===== src/rtl/ctc_int_ctrl.sv =====
// Z80 CTC interrupt controller: latches channel zero-count requests, arbitrates
// them with fixed priority, drives the IEI/IEO daisy chain and the mode-2 vector.
module ctc_int_ctrl #(
  parameter int unsigned N_CH = 4,
  parameter int unsigned CHW  = 2,
  parameter int unsigned DWID = 8
) (
  input  logic            clk,
  input  logic            reset_n,
  input  logic            ce_n,
  input  logic            m1_n,
  input  logic            rd_n,
  input  logic            iorq_n,
  input  logic [CHW-1:0]  a,
  input  logic [DWID-1:0] din,
  input  logic [N_CH-1:0] irq,
  input  logic            iei,
  output logic            ieo,
  output logic            int_n,
  output logic [DWID-1:0] vec,
  output logic            vec_oe,
  output logic [N_CH-1:0] ack,
  output logic [N_CH-1:0] in_service
);

  localparam int unsigned VBW = DWID - CHW - 1;
  localparam logic [DWID-1:0] OP_ED = DWID'(8'hED);
  localparam logic [DWID-1:0] OP_4D = DWID'(8'h4D);

  typedef enum logic {RETI_IDLE, RETI_ED_SEEN} reti_e;

  reti_e           state_q, state_d;
  logic            wr_act_q, inta_act_q, fetch_act_q;
  logic [N_CH-1:0] pend_q, pend_d;
  logic [N_CH-1:0] ie_q, ie_d;
  logic [N_CH-1:0] insvc_q, insvc_d;
  logic [VBW-1:0]  base_q, base_d;
  logic            int_n_q, int_n_d;
  logic            ieo_q, ieo_d;
  logic [DWID-1:0] vec_q, vec_d;
  logic            vec_oe_q, vec_oe_d;
  logic [N_CH-1:0] ack_q, ack_d;

  logic            wr_act, inta_act, fetch_act;
  logic            wr_stb, inta_stb, fetch_stb;
  logic [N_CH-1:0] elig, grant, ack_set, reti_clr;
  logic [CHW-1:0]  k;
  logic            blk;

  assign wr_act    = ~ce_n & ~iorq_n & m1_n & rd_n;
  assign inta_act  = ~m1_n & ~iorq_n;
  assign fetch_act = ~m1_n & ~rd_n & iorq_n;
  assign wr_stb    = wr_act & ~wr_act_q;
  assign inta_stb  = inta_act & ~inta_act_q;
  assign fetch_stb = fetch_act & ~fetch_act_q;

  // A channel is blocked by its own in-service flag and by any higher-priority one.
  always_comb begin
    blk  = 1'b0;
    elig = '0;
    for (int unsigned i = 0; i < N_CH; i++) begin
      blk     = blk | insvc_q[i];
      elig[i] = pend_q[i] & ie_q[i] & ~blk;
    end
  end

  assign grant = elig & (~elig + N_CH'(1));

  always_comb begin
    k = '0;
    for (int unsigned i = 0; i < N_CH; i++) begin
      if (grant[i]) k = CHW'(i);
    end
  end

  always_comb begin
    state_d  = state_q;
    pend_d   = pend_q;
    ie_d     = ie_q;
    base_d   = base_q;
    vec_d    = vec_q;
    vec_oe_d = vec_oe_q & inta_act;
    ack_set  = '0;
    reti_clr = '0;

    if (wr_stb) begin
      if (!din[0]) begin
        base_d = din[DWID-1:CHW+1];
      end else begin
        for (int unsigned i = 0; i < N_CH; i++) begin
          if (a == CHW'(i)) begin
            ie_d[i] = din[DWID-1];
            if (din[1]) pend_d[i] = 1'b0;
          end
        end
      end
    end

    if (inta_stb && iei && !int_n_q && (|elig)) begin
      vec_d    = {base_q, k, 1'b0};
      vec_oe_d = 1'b1;
      ack_set  = grant;
    end

    unique case (state_q)
      RETI_IDLE: begin
        if (fetch_stb && din == OP_ED) state_d = RETI_ED_SEEN;
      end
      RETI_ED_SEEN: begin
        if (fetch_stb) begin
          if (din == OP_4D) begin
            if (iei) reti_clr = insvc_q & (~insvc_q + N_CH'(1));
            state_d = RETI_IDLE;
          end else if (din != OP_ED) begin
            state_d = RETI_IDLE;
          end
        end
      end
      default: state_d = RETI_IDLE;
    endcase

    // New requests are applied last so a same-cycle set beats any clear.
    pend_d  = (pend_d & ~ack_set) | irq;
    insvc_d = (insvc_q | ack_set) & ~reti_clr;
    ack_d   = ack_set;
    int_n_d = ~(iei & (|elig));
    ieo_d   = iei & ~(|insvc_q) & ~(|(pend_q & ie_q));
  end

  always_ff @(posedge clk or negedge reset_n) begin
    if (!reset_n) begin
      state_q     <= RETI_IDLE;
      wr_act_q    <= 1'b0;
      inta_act_q  <= 1'b0;
      fetch_act_q <= 1'b0;
      pend_q      <= '0;
      ie_q        <= '0;
      insvc_q     <= '0;
      base_q      <= '0;
      int_n_q     <= 1'b1;
      ieo_q       <= 1'b0;
      vec_q       <= '0;
      vec_oe_q    <= 1'b0;
      ack_q       <= '0;
    end else begin
      state_q     <= state_d;
      wr_act_q    <= wr_act;
      inta_act_q  <= inta_act;
      fetch_act_q <= fetch_act;
      pend_q      <= pend_d;
      ie_q        <= ie_d;
      insvc_q     <= insvc_d;
      base_q      <= base_d;
      int_n_q     <= int_n_d;
      ieo_q       <= ieo_d;
      vec_q       <= vec_d;
      vec_oe_q    <= vec_oe_d;
      ack_q       <= ack_d;
    end
  end

  assign int_n      = int_n_q;
  assign ieo        = ieo_q;
  assign vec        = vec_q;
  assign vec_oe     = vec_oe_q;
  assign ack        = ack_q;
  assign in_service = insvc_q;

endmodule


===== config.mk =====
export PLATFORM = sky130hd
export DESIGN_NAME = ctc_int_ctrl
export DESIGN_NICKNAME = d
export VERILOG_FILES = /design/src/rtl/ctc_int_ctrl.sv
export SDC_FILE = /design/constraint.sdc
export NUM_CORES = 1
export LEC_CHECK = 0
export ABC_AREA = 1
export BUFFER_PORTS_ARGS = -buffer_cell sky130_fd_sc_hd__buf_2
export CAP_MARGIN = 15
export CORE_MARGIN = 5
export CORE_UTILIZATION = 25
export CTS_CLUSTER_DIAMETER = 150
export CTS_CLUSTER_SIZE = 8
export DETAILED_ROUTE_END_ITERATION = 7
export HOLD_SLACK_MARGIN = 0.02
export SETUP_SLACK_MARGIN = 0.2
export SLEW_MARGIN = 10
export SYNTH_ARGS = -nofsm -noshare
export SYNTH_HDL_FRONTEND = slang
export SYNTH_SLANG_ARGS = --single-unit

===== constraint.sdc =====
create_clock -name clk -period 2.91 [get_ports clk]
set_clock_uncertainty 0.05 [all_clocks]
set_input_delay 0.291 -clock clk [delete_from_list [all_inputs] [get_ports clk]]
set_output_delay 0.291 -clock clk [all_outputs]
set_load 0.01 [all_outputs]

== Word-level counts from Yosys, hierarchy flattened ==
Cells that the tools add are included.

* Bits in registers: 35
* Bits in latches: 0
* RAM bits: 0
* ROM bits: 0
* Input port bits: 21
* Output and inout bits: 19
* Word-level logic and storage cells: 113
* Memories kept: 0

* Add/subtract/negate cells: 2
* $mul: 0
* Div/mod/pow operators: 0
* Order comparisons: 0
* Equal/unequal tests: 6
* Shift operators: 0
* Mux-type cells: 24
* Bitwise operators: 51
* Reduce and logical (&&, ||, !) cells: 14

{| class="wikitable"
|+ Operator list
! operator !! number
|-
| two-way mux 4 bit || 7
|-
| AND 1 bit || 21
|-
| AND 4 bit || 5
|-
| NOT 1 bit || 16
|-
| NOT 4 bit || 4
|-
| two-way mux 1 bit || 14
|-
| AND reduction 3 bit || 4
|-
| OR reduction 4 bit || 3
|-
| adder 4 x 1 -> 4 bit, second input constant || 2
|-
| == test 8 x 7 -> 1 bit, second input constant || 1
|-
| == test 8 bit, second input constant || 1
|-
| inequality test 8 bit, second input constant || 1
|-
| bitwise OR 4 bit || 2
|-
| == test 2 bit, second input constant || 2
|-
| logical AND 1 bit || 4
|-
| two-way mux 2 bit || 2
|-
| bitwise OR 1 bit || 3
|-
| == test 2 x 1 -> 1 bit, second input constant || 1
|-
| zero test 2 bit || 1
|-
| one-hot mux 1 bit (2 select lines) || 1
|-
| AND reduction 2 bit || 1
|-
| zero test 1 bit || 1
|}

== Depth between registers and ports, before layout ==
* Depth in word-level cells: 12
* Gate-level depth with buffers: 9

== Worst setup path after synthesis ==
OpenSTA, ideal clock, no wires.

* Path kind: register -> register
* Start: register insvc_q[0] (netlist: in_service[0])
* End: register vec_q[2] (netlist: vec[2])
* Setup time: 0.126 ns
* Arrival time: 1.168 ns
* Data required time: 2.734 ns
* Path slack: 1.566 ns
* Stages on the path, launching flop included: 9
* Path buffers: 0
* Period minus slack after synthesis: 1.344 ns
* Cells stage by stage: dfrtp_1 -> nor2_4 -> nand3_4 -> nand2_4 -> inv_4 -> nand2_8 -> nand2_4 -> nand2_1 -> nand3_1

* Cells in the longest elaborated chain, start to end: 9
* Elaborated cells on any way between the ends: 18

{| class="wikitable"
|+ RTL lines
! what !! RTL line !! RTL
|-
| start: declaration || 36 || <nowiki>logic [N_CH-1:0] insvc_q, insvc_d;</nowiki>
|-
| start signal: assignment || 152 || <nowiki>insvc_q <= insvc_d;</nowiki>
|-
| bitwise OR 1 bit (2 in a row) || 62 || <nowiki>blk = blk | insvc_q[i];</nowiki>
|-
| NOT 1 bit / bitwise OR 1 bit (equally long branches) || 63, 62 ||
|-
| AND 1 bit / NOT 1 bit (equally long branches) || 63 || <nowiki>elig[i] = pend_q[i] & ie_q[i] & ~blk;</nowiki>
|-
| NOT 4 bit / AND 1 bit (equally long branches) || 67, 63 ||
|-
| adder 4 x 1 -> 4 bit / NOT 4 bit (equally long branches) || 67 || <nowiki>assign grant = elig & (~elig + N_CH'(1));</nowiki>
|-
| AND 4 bit / adder 4 x 1 -> 4 bit (equally long branches) || 67 ||
|-
| two-way mux 2 bit / AND 4 bit (equally long branches) || 72, 67 ||
|-
| two-way mux 2 bit || 72 || <nowiki>if (grant[i]) k = CHW'(i);</nowiki>
|-
| end signal: assignment || 156 || <nowiki>vec_q <= vec_d;</nowiki>
|-
| end: declaration || 40 || <nowiki>logic [DWID-1:0] vec_q, vec_d;</nowiki>
|}

Several ways; a longest one is shown, not always the timed one.
A chain may end at the register's enable or synchronous reset.

== Final worst setup path ==
Ends and elaborated chain as after synthesis.

==> impl_summary.md <==
Run status
The run finished with clean final reports.

Worst setup path
The slowest stage of the critical path is the dfrtp_1 cell. On the critical path the largest part of the delay comes from simple AND/OR/NAND/NOR gates. STA classifies the critical path endpoint as a flop. The critical path arrival is between 1500 and 2000 ps.

The startpoint kind of the worst setup timing path is a flop. The worst reg-to-reg setup slack is about 1500 ps. The stage delay of the slowest cell on the critical path is 470 ps. The number of buffers and inverters on the critical path is 1. The signal on the critical path passes through nor2_4 > nand3_2 > nand2_4 > inv_4 > nand2_8 > nand2_4 > nand2_1 > nand3_1. STA puts the critical path data required time at between 3000 and 4000 ps. Of all nets on the critical path, the largest fanout is 9.

Counting stages on the worst path, the most repeated cell is nand2_4. The critical path is of the flop to flop type.

Routing
Summing over every cut layer, the via total after detailed routing is 1357. The routed wire length is ~4.0 mm. After detailed routing, the number of vias per cell comes to between 4 and 5. For this run, design rule violations remaining after detail routing come to 0.

The number of iterations in the first detailed-routing pass is 4. In this run, the number of DRC markers left after iteration 0 of detailed routing was 86. The routed wire length per instance is 12.7 um.

Once detail routing completed, the nets flagged for antenna violations numbered 0.

Die
The area of the die is 8600 um2. The I/O pin count is 40. The initial core utilization is 25.5%. After floorplanning, the core was sized to cover between 6000 and 7000 um2.

In this run the vertical extent of the chip is 92.7 um. The die boundary width is 92.7 um. The number of rows created at floorplan is 30.

STA
The final count of negative-setup-slack endpoints is 0. The post-route fraction of the period consumed by the critical path is 50.0%. Adding up every negative setup slack in the final design gives 0 ps. Setup slack on the critical path of the routed design comes to between 1000 and 1500 ps. Measured against its own limit, the worst slew margin works out to 47.6%.

The shortest period the worst path allows is 1450 ps. Setup repair after global routing left no endpoint under its margin. The actual transition at the worst max-transition pin is 787 ps. The total count of hold-check failures in the final report is 0.

Based on the critical path, the design can be clocked at up to 0.688 GHz. Across all hold checks on the routed design, the worst slack comes to 40.1 ps. The final max-slew violation count came to 0.

CTS
The post-CTS setup repair buffer count is 0. The tree built by TritonCTS fans out to 35 sinks. Clock-pin slew was measured on the worst setup and hold paths at approximately 70 ps.

CTS built an H-tree with a depth of 2. The root buffer cell chosen for the clock tree is clkbuf_8. The buffer depth of the longest clock path is 2.

TritonCTS built the clock tree. The post-cts repair resize count is 0. At the later pin of the worst-skew pair, clock insertion delay measures around 280 ps. After clock tree synthesis, the flow added hold-fix buffers numbering 0. The total clock buffers created by CTS is 5.

Yosys
The most used flip-flop cell after synthesis is dfrtp_1. The sequential fraction of the synthesis area is 51.3%. Synthesis inferred 35 register bits.

The synthesized area per cell is 8.95 um2. For this run, asynchronously set or reset flops after synthesis account for 100%. The count of flip-flops with a built-in enable after synthesis is 0. The number of warnings printed during yosys synthesis is 0. The netlist area before placement is roughly 1700 um2. The count of cell types in the netlist is 30. The cell count after synthesis came out at 191. The synthesized netlist net count is around 210.

Placement
The final weighted congestion in routability-driven placement is 0.853. The minimum setup slack after placement is 1450 ps. Port buffering added 38 buffers. The wire-length estimate of the detail-placed layout is 3.23 mm. The area after detailed placement is 1990 um2.

Job
The tool flagged a number of max-cap violations equal to 0.

Final layout
The number of antenna diodes is 0. The area growth from synthesis to layout is 21.3%. Of the cells placed in the final design, the portion with a size suffix greater than 1 is 30.1%. The finished layout cell area is 2070 um2.

The number of nets at the end of the flow is 256.

Global route
The number of global-route vias before repair is 1436. The total global-route track usage is 10.5%. The first global-routing pass estimated between 7 and 8 mm of wire. Entering global routing, the biggest net connects 36 pins. The overall overflow remaining after global route is 0. The number of antenna violations at the first check in global routing was 0.

Power
Across the VDD grid, the largest voltage drop is 0.000169 V. The leakage component of the power is around 1.2 nW. The power density over cell area is 493 nW/um2.

Min path
In this run the worst hold path is classified as input pin to asynchronous set/reset pin.
-- layer usage --
| metal | GRT usage [%] | wire (um) | up-vias |
|---|---|---|---|
| met5 | 0 | 0 | - |
| met2 | 16.3 | 1870 | 40 |
| li1 | - | - | 693 |
| met1 | 13.3 | 1780 | 615 |
| met4 | 3.54 | 73 | 0 |
| met3 | 4.06 | 289 | 9 |
-- registers in the layout, indices dropped and copies added, names as in the netlist, 4 cells and up --
name	cells
pend_q	4
ie_q	4
ack	4
in_service	4
base_q	5
vec	7
-- cell families (layout without fill, tap and decap cells) --
kind of cell | after synthesis | after routing | synth area share [%]
other | 1 | 1 | 0.219
AND/OR/NAND/NOR | 104 | 104 | 35.4
AO/OA/AOI/OAI | 14 | 14 | 4.61
flip-flops | 35 | 35 | 51.3
buffers and inverters | 37 | 82 | 8.49
-- path summary, 6_finish.rpt --
kind / start / to / depth (start not counted)
worst max-delay path: in_service[0] / vec[2] / 8
worst min-delay path: reset_n / vec[5] / 1
worst max register to register: in_service[0] / vec[2] / 8
worst min register to register: vec[5] / vec[5] / 2
max in group asynchronous: reset_n / in_service[0] / 1
min in group clk: irq[2] / pend_q[2] / 3
-- cells in the final DEF (no fill, tap or decap), types with 2 or more instances in the layout --
| cell type | synthesis | routed |
|---|---|---|
| nand2_1 | 44 | 44 |
| buf_2 | 0 | 38 |
| dfrtp_1 | 34 | 34 |
| inv_1 | 31 | 31 |
| nand3_1 | 15 | 15 |
| nor2_1 | 12 | 12 |
| nand4_1 | 8 | 8 |
| o21ai_0 | 8 | 8 |
| clkbuf_8 | 0 | 5 |
| nor2_2 | 4 | 4 |
| inv_2 | 4 | 4 |
| nand3_2 | 3 | 3 |
| nor3_1 | 3 | 3 |
| nor2_4 | 2 | 2 |
| nand2_4 | 2 | 2 |
| nor2_8 | 2 | 2 |
| nand2_2 | 2 | 2 |
| nand4_4 | 2 | 2 |
| a21oi_1 | 2 | 2 |
| clkbuf_1 | 0 | 2 |
-- worst reg2reg max path: cells and delay by family, from the launching register on --
kind / cells / cell delay (ps)
flip-flops: 1 / 470
buffers and inverters: 1 / 50
AND/OR/NAND/NOR: 7 / 790
-- where the power goes --
part / internal (mW) / switching [mW] / total, mW
clock: 0.168 / 0.163 / 0.331
sequential: 0.519 / 0.0186 / 0.538
combinational: 0.0537 / 0.0991 / 0.153
-- area by class of cell --
class                           count  area (um2)
Timing Repair Buffer               38         190
Fill cell                         715        4640
Inverter                           36         138
Multi-Input combinational cell    119         688
Clock inverter                      1        5.00
Clock buffer                        7        76.3
Sequential cell                    35         877
Tap cell                           80         100
-- Yosys cell counts, drive strengths merged, types with 2 or more instances --
master	n	share of area, %
nand2	49	13
dfrtp	34	50
nor3	4	1.5
inv	36	8.0
nand3	19	7.2
a21oi	2	0.59
o21ai	10	3.1
nand4	10	5.4
nor2	20	7.8
-- stage by stage --
stage / std cells / utilization (%) / total power [mW]
3_3_place_gp: 308 / 29.7 / 0.701
5_1_grt: 316 / 30.9 / 1.09
3_5_place_dp: 308 / 29.7 / 0.703
6_report: 316 / 30.9 / 1.02
2_1_floorplan: 191 / - / 0.643
4_1_cts: 316 / 30.9 / 1.04
Power figures use the tool's default switching activity.
